[src/rtl/cd_pkg.sv]
// Shared encodings for the cd_gen datapath: instruction fields, ALU ops, select polarities.
package cd_pkg;

    localparam int unsigned INSTR_W = 16;
    localparam int unsigned OPC_W   = 6;
    localparam int unsigned OPC_LSB = 10;
    localparam int unsigned IDX_W   = 4;
    localparam int unsigned IMM_W   = 8;

    localparam logic SEL_INC = 1'b1;
    localparam logic SEL_IMM = 1'b1;

    typedef enum logic [2:0] {
        ALU_A    = 3'b000,
        ALU_NOTA = 3'b001,
        ALU_ADD  = 3'b010,
        ALU_SUB  = 3'b011,
        ALU_AND  = 3'b100,
        ALU_OR   = 3'b101,
        ALU_NEGA = 3'b110,
        ALU_NEGB = 3'b111
    } alu_op_e;

    typedef struct packed {
        logic [IDX_W-1:0] hi;
        logic [IDX_W-1:0] ra;
        logic [IDX_W-1:0] rb;
        logic [IDX_W-1:0] rd;
    } instr_t;

    // Immediate occupies the ra/rb nibbles.
    function automatic logic [IMM_W-1:0] imm_of(input instr_t i);
        return {i.ra, i.rb};
    endfunction

endpackage

[src/rtl/ret_stack.sv]
// Circular return-address stack; when full, a push overwrites the oldest entry.
module ret_stack #(
    parameter int unsigned PC_W        = 10,
    parameter int unsigned STACK_DEPTH = 4,
    localparam int unsigned LVL_W      = $clog2(STACK_DEPTH + 1)
) (
    input  logic             clk,
    input  logic             reset,
    input  logic             push,
    input  logic             pop,
    input  logic [PC_W-1:0]  data,
    output logic [PC_W-1:0]  top_c,
    output logic [LVL_W-1:0] level,
    output logic             ovf_c,
    output logic             unf_c
);

    localparam int unsigned PTR_W = $clog2(STACK_DEPTH);

    logic [PC_W-1:0]  mem [STACK_DEPTH];
    logic [PTR_W-1:0] sp;
    logic [PTR_W-1:0] sp_top;
    logic             empty;
    logic             full;

    assign sp_top = sp - PTR_W'(1);
    assign empty  = (level == '0);
    assign full   = (level == LVL_W'(STACK_DEPTH));
    assign top_c  = mem[sp_top];
    assign ovf_c  = push && !pop && full;
    assign unf_c  = pop && !push && empty;

    // Pointer/level; push+pop together replaces the top in place.
    always_ff @(posedge clk) begin
        if (!reset) begin
            sp    <= '0;
            level <= '0;
        end else if (push && !pop) begin
            sp <= sp + PTR_W'(1);
            if (!full) level <= level + LVL_W'(1);
        end else if (pop && !push && !empty) begin
            sp    <= sp_top;
            level <= level - LVL_W'(1);
        end
    end

    always_ff @(posedge clk) begin
        if (reset) begin
            if (push && pop) mem[sp_top] <= data;
            else if (push)   mem[sp]     <= data;
        end
    end

endmodule

[src/rtl/cd_gen.sv]
// Single-cycle CPU datapath: PC, register file, ALU + flags, immediate load, return stack.
module cd_gen
    import cd_pkg::*;
#(
    parameter int unsigned DATA_W      = 8,
    parameter int unsigned PC_W        = 10,
    parameter int unsigned NREG        = 16,
    parameter int unsigned STACK_DEPTH = 4
) (
    input  logic               clk,
    input  logic               reset,
    input  logic [INSTR_W-1:0] instr,
    input  logic               s_inc,
    input  logic               s_inm,
    input  logic               we3,
    input  logic               wez,
    input  logic               wec,
    input  logic [2:0]         op_alu,
    input  logic               s_call,
    input  logic               s_ret,
    output logic [PC_W-1:0]    pc,
    output logic [OPC_W-1:0]   opcode,
    output logic               z,
    output logic               c,
    output logic               stk_ovf,
    output logic               stk_unf
);

    localparam int unsigned RI_W  = (NREG > 1) ? $clog2(NREG) : 1;
    localparam int unsigned LVL_W = $clog2(STACK_DEPTH + 1);

    instr_t            f;
    logic [RI_W-1:0]   ra, rb, rd;
    logic [DATA_W-1:0] regs [NREG];
    logic [DATA_W-1:0] a, b, wd;
    logic [DATA_W:0]   sum;
    logic [DATA_W-1:0] alu_r;
    logic              alu_c;
    alu_op_e           op;
    logic [PC_W-1:0]   pc_inc, target, pc_next, top_c;
    logic [LVL_W-1:0]  level;
    logic              ovf_c, unf_c;

    assign f      = instr_t'(instr);
    assign opcode = f[OPC_LSB +: OPC_W];
    assign ra     = f.ra[RI_W-1:0];
    assign rb     = f.rb[RI_W-1:0];
    assign rd     = f.rd[RI_W-1:0];
    assign a      = regs[ra];
    assign b      = regs[rb];
    assign op     = alu_op_e'(op_alu);
    assign sum    = {1'b0, a} + {1'b0, b};
    assign pc_inc = pc + PC_W'(1);
    assign target = instr[PC_W-1:0];

    // ALU result and carry/no-borrow
    always_comb begin
        alu_r = '0;
        alu_c = 1'b0;
        case (op)
            ALU_A:    alu_r = a;
            ALU_NOTA: alu_r = ~a;
            ALU_ADD: begin
                alu_r = sum[DATA_W-1:0];
                alu_c = sum[DATA_W];
            end
            ALU_SUB: begin
                alu_r = a - b;
                alu_c = (a >= b);
            end
            ALU_AND:  alu_r = a & b;
            ALU_OR:   alu_r = a | b;
            ALU_NEGA: alu_r = '0 - a;
            ALU_NEGB: alu_r = '0 - b;
            default:  alu_r = '0;
        endcase
    end

    assign wd = (s_inm == SEL_IMM) ? DATA_W'(imm_of(f)) : alu_r;

    // Next PC; a combined call+return jumps to the target.
    always_comb begin
        pc_next = target;
        if (s_call && s_ret)      pc_next = target;
        else if (s_ret)           pc_next = (level == '0) ? '0 : top_c;
        else if (s_call)          pc_next = target;
        else if (s_inc == SEL_INC) pc_next = pc_inc;
    end

    ret_stack #(
        .PC_W        (PC_W),
        .STACK_DEPTH (STACK_DEPTH)
    ) u_stack (
        .clk   (clk),
        .reset (reset),
        .push  (s_call),
        .pop   (s_ret),
        .data  (pc_inc),
        .top_c (top_c),
        .level (level),
        .ovf_c (ovf_c),
        .unf_c (unf_c)
    );

    always_ff @(posedge clk) begin
        if (!reset) begin
            pc      <= '0;
            z       <= 1'b0;
            c       <= 1'b0;
            stk_ovf <= 1'b0;
            stk_unf <= 1'b0;
        end else begin
            pc <= pc_next;
            if (wez)   z       <= (alu_r == '0);
            if (wec)   c       <= alu_c;
            if (ovf_c) stk_ovf <= 1'b1;
            if (unf_c) stk_unf <= 1'b1;
        end
    end

    // Register file has no reset; writes are held off while reset is asserted.
    always_ff @(posedge clk) begin
        if (reset && we3) regs[rd] <= wd;
    end

endmodule

[config.mk]
export PLATFORM = sky130hd
export DESIGN_NAME = cd_gen
export DESIGN_NICKNAME = d
export VERILOG_FILES = /design/src/rtl/cd_pkg.sv /design/src/rtl/ret_stack.sv /design/src/rtl/cd_gen.sv
export SDC_FILE = /design/constraint.sdc
export NUM_CORES = 1
export LEC_CHECK = 0
export ABC_CLOCK_PERIOD_IN_PS = 11900
export CAP_MARGIN = 20
export CORE_MARGIN = 1.5
export CORE_UTILIZATION = 50
export DETAILED_ROUTE_END_ITERATION = 12
export PLACE_DENSITY = 0.65
export SYNTH_ARGS = -nofsm -noshare
export SYNTH_HDL_FRONTEND = slang
export SYNTH_SLANG_ARGS = --single-unit
export TNS_END_PERCENT = 100
[constraint.sdc]
create_clock -name clk -period 11.9 [get_ports clk]
set_clock_uncertainty 0.2 [all_clocks]
set_input_delay 1.19 -clock clk [delete_from_list [all_inputs] [get_ports clk]]
set_output_delay 1.19 -clock clk [all_outputs]
set_load 0.02 [all_outputs]
## Word-level counts from Yosys, hierarchy flattened

Memory sizes are Yosys's and may differ from the RTL's.
Index checks and enable logic that the tools add are counted.

- Register bits after elaboration: 19
- Memory bits (writable): 168
- Input port bits: 28
- Output and inout bits: 20
- Word-level logic and storage cells: 72
- Memories: 2

Memories:

| memory | words | width | rd ports | clocked after Yosys merged registers in | wr ports | RTL line | RTL |
|---|---|---|---|---|---|---|---|
| regs | 16 | 8 | 2 | 0 | 1 | cd_gen.sv:34 | `logic [DATA_W-1:0] regs [NREG];` |
| u_stack.mem | 4 | 10 | 1 | 0 | 1 | ret_stack.sv:20 | `logic [PC_W-1:0] mem [STACK_DEPTH];` |

- Add/subtract/negate cells: 9
- Magnitude comparators: 1
- Equality and inequality tests: 9
- Muxes and demuxes: 25
- Bitwise operators: 3
- Reductions and logical operators: 16

Operator list:

| operator | count |
|---|---|
| $pmux W8 S8 | 1 |
| $mux W10 | 6 |
| $sub A1 B8 Y8 const A | 2 |
| $eq A3 B3 Y1 const B | 5 |
| $add A10 B1 Y10 const B | 1 |
| $mux W1 | 10 |
| $reduce_or A10 Y1 | 1 |
| $add A8 B8 Y9 | 1 |
| $mux W3 | 3 |
| $and A8 B8 Y8 | 1 |
| $ge A8 B8 Y1 | 1 |
| $logic_not A8 Y1 | 1 |
| $mux W8 | 1 |
| $not A8 Y8 | 1 |
| $or A8 B8 Y8 | 1 |
| $sub A8 B8 Y8 | 1 |
| $logic_and A1 B1 Y1 | 7 |
| $eq A3 B2 Y1 const B | 2 |
| $logic_not A3 Y1 | 2 |
| $mux W2 | 3 |
| $add A3 B1 Y3 const B | 1 |
| $eq A3 B1 Y1 const B | 1 |
| $logic_not A1 Y1 | 3 |
| $sub A3 B1 Y3 const B | 1 |
| 6 further kinds | 6 |

## Logic depth before layout (Yosys ltp)

- Word-level depth: 6
- Depth in mapped cells: 18
- Depth with buffers taken out: 15

## By module

Synthesis repeated with hierarchy kept, for this count alone.

- Cells, all modules: 783
- Area, all modules: 10445.0 um^2

By module, submodules not included:

| module | instances | cells an instance | area each (um^2) | sequential area each (um^2) |
|---|---|---|---|---|
| cd_gen | 1 | 679 | 8572.0 | 4124.0 |
| ret_stack | 1 | 104 | 1873.0 | 1301.2 |

## Worst setup path before layout

OpenSTA, ideal clock, no wires.

- Path kind: input to register
- Start point: in instr[8]
- End point: mem regs[0][6], data pin
- Library setup time: 0.284 ns
- Arrival time: 4.662 ns
- Required time: 11.416 ns
- Setup slack: 6.754 ns
- Stages on the path: 16
- Buffers on the path: 3
- Path through: buf_6 buf_2 mux4_2 a22oi_1 nand3_1 inv_1 ha_1 clkbuf_1 inv_1 a221o_1 a222oi_1 a21oi_1 o31a_1 o221ai_1 a21oi_1 o21ai_1

- Word-level cells in the longest chain between the ends: 4
- Elaborated cells between the ends (all ways): 9
- Those cells by class: 3 x add/sub; 2 x mux; 3 x bitwise; 1 x memory

RTL lines:

| item | RTL line | RTL |
|---|---|---|
| from (decl) | cd_gen.sv:12 | `input logic [INSTR_W-1:0] instr,` |
| $mem_v2 Z16 W8 (*) | n/a |  |
| $sub A1 B8 Y8, or another cell as far along | cd_gen.sv:73 | `ALU_NEGA: alu_r = '0 - a;` |
| $pmux W8 S8 (*) | cd_gen.sv:60 | `case (op)` |
| $mux W8 (*) | cd_gen.sv:79 | `assign wd = (s_inm == SEL_IMM) ? DATA_W'(imm_of(f)) : alu_r;` |
| net wd[6] | cd_gen.sv:35 | `logic [DATA_W-1:0] a, b, wd;` |
| to (decl) | cd_gen.sv:34 |  |

Mark *: on every way through the listed nets, which the timed path passes. The rest lies on a longest branch.

## Final worst setup path

- Start point: in instr[11]
- End point: mem regs[4][6], data pin

Same word-level chain as after synthesis.

==> out/qor.csv <==
metric;value;unit
first-pass GRT wire length;38400;µm
Seq/Total Area, Yosys;53.1;%
core box area;0.0202;mm²
Vias/cell;6.27;
top cells by area, synth;edfxtp_1 49%, mux4_2 16%, dfxtp_1 3.7%, ha_1 3.2%, mux2i_1 2.3%;
CP top delay family;compound AO/OA/AOI/OAI gates;
Setup crit end kind;register;
pre-CTS setup slack;5.36;ns
area of the die;0.0213;mm²
# diodes;0;
CTS tree;yes;
placed insts;1005;
Min-Delay Endpoint;c$_SDFFE_PN0P_;
Peak Freq;165;MHz
fin util;56.8;%
distinct cell type count after synthesis;74;
Cells after Synth;724;
Storage cell area;0.00543;mm²
Synth Area in Compound Gates;7.94;%
reg2reg setup slack;7.24;ns
syn nets;781;
Simple-Gate Fraction of Synth Area;9.08;%
fill cell count;1584;
CP cell instances;clkdlybuf4s50_1, mux4_2, mux2i_1, mux2_2, ha_1, inv_1, fa_1, a221o_1, a222oi_1, a21oi_1, o31a_1, o221ai_1, a21oi_1, o21ai_1;
CP required;11.81;ns
worst-path fanout max;22;
area of the multi-input gates;0.00441;mm²
worst r2r src;regs[12][2]$_DFFE_PP_;
postcts setup bufs;0;
Startpoint Class;input port;
Synth Area in XOR/XNOR;2.06;%
Iter 0 DRT Violations;604;
antenna-violating nets left;0;
worst skew pair latency;0.44;ns
htree depth;4;
Pleak;3.90;nW
ys async rst share;0;%
post-layout net count;812;
Slew Viols, Final;0;
Power Density;138;mW/mm²
Hold WC Path Type;register to register;
slowest CP cell;clkdlybuf4s50_1;
Post-Synth Adder-Cell Area;3.77;%
FF-to-FF path depth;14;
Worst Hold Depth;2;
Synth Register Bits;187;
vias in the first global route;6630;
syn avg cell area;14.1;µm²
post-cts hold buffer count;0;
die span in y;146;µm
Root Driver;clkbuf_16;
Post-synth EDFFs;168;
top cells by count, synth;168 x edfxtp_1, 74 x mux4_2, 49 x nor2_1;
Cell Rows;52;
post-synth top area cell;edfxtp_1;
pin count of the biggest net entering global routing;36;
ys flop type;edfxtp_1;
Non-Filler Instances;1038;
count leader, synth;edfxtp_1;
Worst slew margin;21.6;%
hpwl dp;17300;µm
antenna violations before repair;0;
RSZ-0062 raised after global routing;false;
Chip Width;146;µm
grt total ovfl;0;
mux cell area share after synthesis;20.2;%
CTS clock-pin slew for the worst setup and hold paths;0.07;ns
share of the synthesized area in the top cell type;49.3;%
max incr delay on CP;1.15;ns
clk buf depth;2;
Max Cap Viol;0;
Setup Crit Path Kind;input port to register;
largest family of logic cells by synthesized area;multiplexers;
Critical path buffers and inverters;2;
Port Buf Inserts;39;
crit share post-route;51.0;%
Total GRT Usage;24.2;%
Tmin final;6.07;ns
setup_tns;0;ns
CTS Sinks;187;
RD Place Congestion;0.879;
TritonCTS Buffers;17;
Least-Margin Pin Slew;1.17;ns
via count;6511;
Post-route DRC;0;
synth warn;0;
R2R Path End;regs[4][6]$_DFFE_PP_;
Area Overhead vs Synth;12.0;%
post-cts sizing count;0;
critical path arrival;5.98;ns
layout cells sized above 1;20.1;%
final WL;24900;µm
Pre-Repair DR Iteration Count;6;
Cell Area, Synth;0.0102;mm²
Max VDD drop;0.111;mV
IO Count;48;
Initial Util;50.7;%
Setup WS post-layout;5.83;ns
Total Power;0.00158;W
final setup fails;0;
WL/cell;24.0;µm
Crit path top cell by count;a21oi_1;
status;complete, no violations;
start point of the worst min-delay path;c$_SDFFE_PN0P_;
Hold Vio Cnt, Final;0;
==> per-layer routing <==
layer	vias up	share of wire (%)	global-route usage, %
met5	-	0	0
met4	0	1.6	7.07
met3	38	6.3	4.50
met2	259	50	40.2
met1	3317	42	32.9
li1	2897	-	-
==> sequential cells by signal (all words and copies together) (netlist names) <==
register and flops:
c 1, pc 10, regs 128, stk_ovf 1, stk_unf 1, u_stack.level 3, u_stack.mem 40, u_stack.sp 2
z 1
==> cells by family (layout without fill, tap and decap cells) <==
family	Yosys count	after routing
AO/OA/AOI/OAI	112	112
buffers and inverters	82	126
AND/OR/NAND/NOR	182	182
flip-flops	187	187
XOR/XNOR	24	24
adder cells (fa/ha/maj)	29	29
multiplexers	108	108
==> how the worst max path moves through the flow <==
| stage | start | endpoint | slack (ns) | cells after the start |
|---|---|---|---|---|
| after CTS | instr[11] | regs[14][6]$_DFFE_PP_ | 5.81 | 14 |
| after global placement | instr[11] | regs[10][4]$_DFFE_PP_ | 5.56 | 15 |
| final | instr[11] | regs[4][6]$_DFFE_PP_ | 5.83 | 14 |
| after detailed placement | instr[11] | regs[6][6]$_DFFE_PP_ | 5.36 | 14 |
| after global routing | instr[5] | regs[14][6]$_DFFE_PP_ | 5.35 | 16 |
| after floorplan | instr[8] | regs[0][6]$_DFFE_PP_ | 6.75 | 16 |
==> stage by stage <==
stage / area (µm²) / hold WS [ns]
finish: 11500 / 0.282
global route: 11500 / 0.327
CTS: 11400 / 0.289
detailed placement: 10900 / 0.278
global placement: 10800 / 0.267
floorplan: 10200 / 0.336
==> cell usage in the layout (no fill, tap or decap), drive strengths merged, types with 5 or more instances in the layout <==
master         netlist  final
edfxtp             168    168
mux4                77     77
nor2                49     49
inv                 32     40
clkdlybuf4s50        0     38
nand2               33     33
ha                  26     26
o21ai               26     26
mux2i               24     24
buf                 29     24
nor2b               21     21
a21oi               21     21
xnor2               19     19
dfxtp               19     19
clkbuf              21     19
nand3               17     17
a22oi               15     15
and2                12     12
nor3                11     11
nand2b               9      9
and3                 8      8
mux2                 7      7
xor2                 5      5
a221oi               5      5
nor4                 5      5
clkinv               0      5
==> worst reg2reg max path, delay by kind of cell (launching register included) <==
kind / cells / cell delay, ns
multiplexers: 1 / 0.24
AND/OR/NAND/NOR: 3 / 0.41
flip-flops: 1 / 0.35
buffers and inverters: 1 / 0.09
adder cells (fa/ha/maj): 1 / 0.41
AO/OA/AOI/OAI: 8 / 2.63
==> area by class of cell <==
type | count | area share [%]
multi-input cells | 455 | 38.5
well taps | 270 | 2.95
repair buffers | 62 | 5.00
flip-flops and latches | 187 | 47.4
clock inverters | 13 | 1.06
inverters | 32 | 1.05
clock buffers | 19 | 4.05
==> power breakdown <==
group | switching, W | total, W | internal, W
Sequential | 0.0000131 | 0.000758 | 0.000745
Combinational | 0.000156 | 0.000269 | 0.000113
Clock | 0.000261 | 0.000556 | 0.000295
Total | 0.000430 | 0.00158 | 0.00115
No activity file was read; power rests on OpenSTA's default activity.
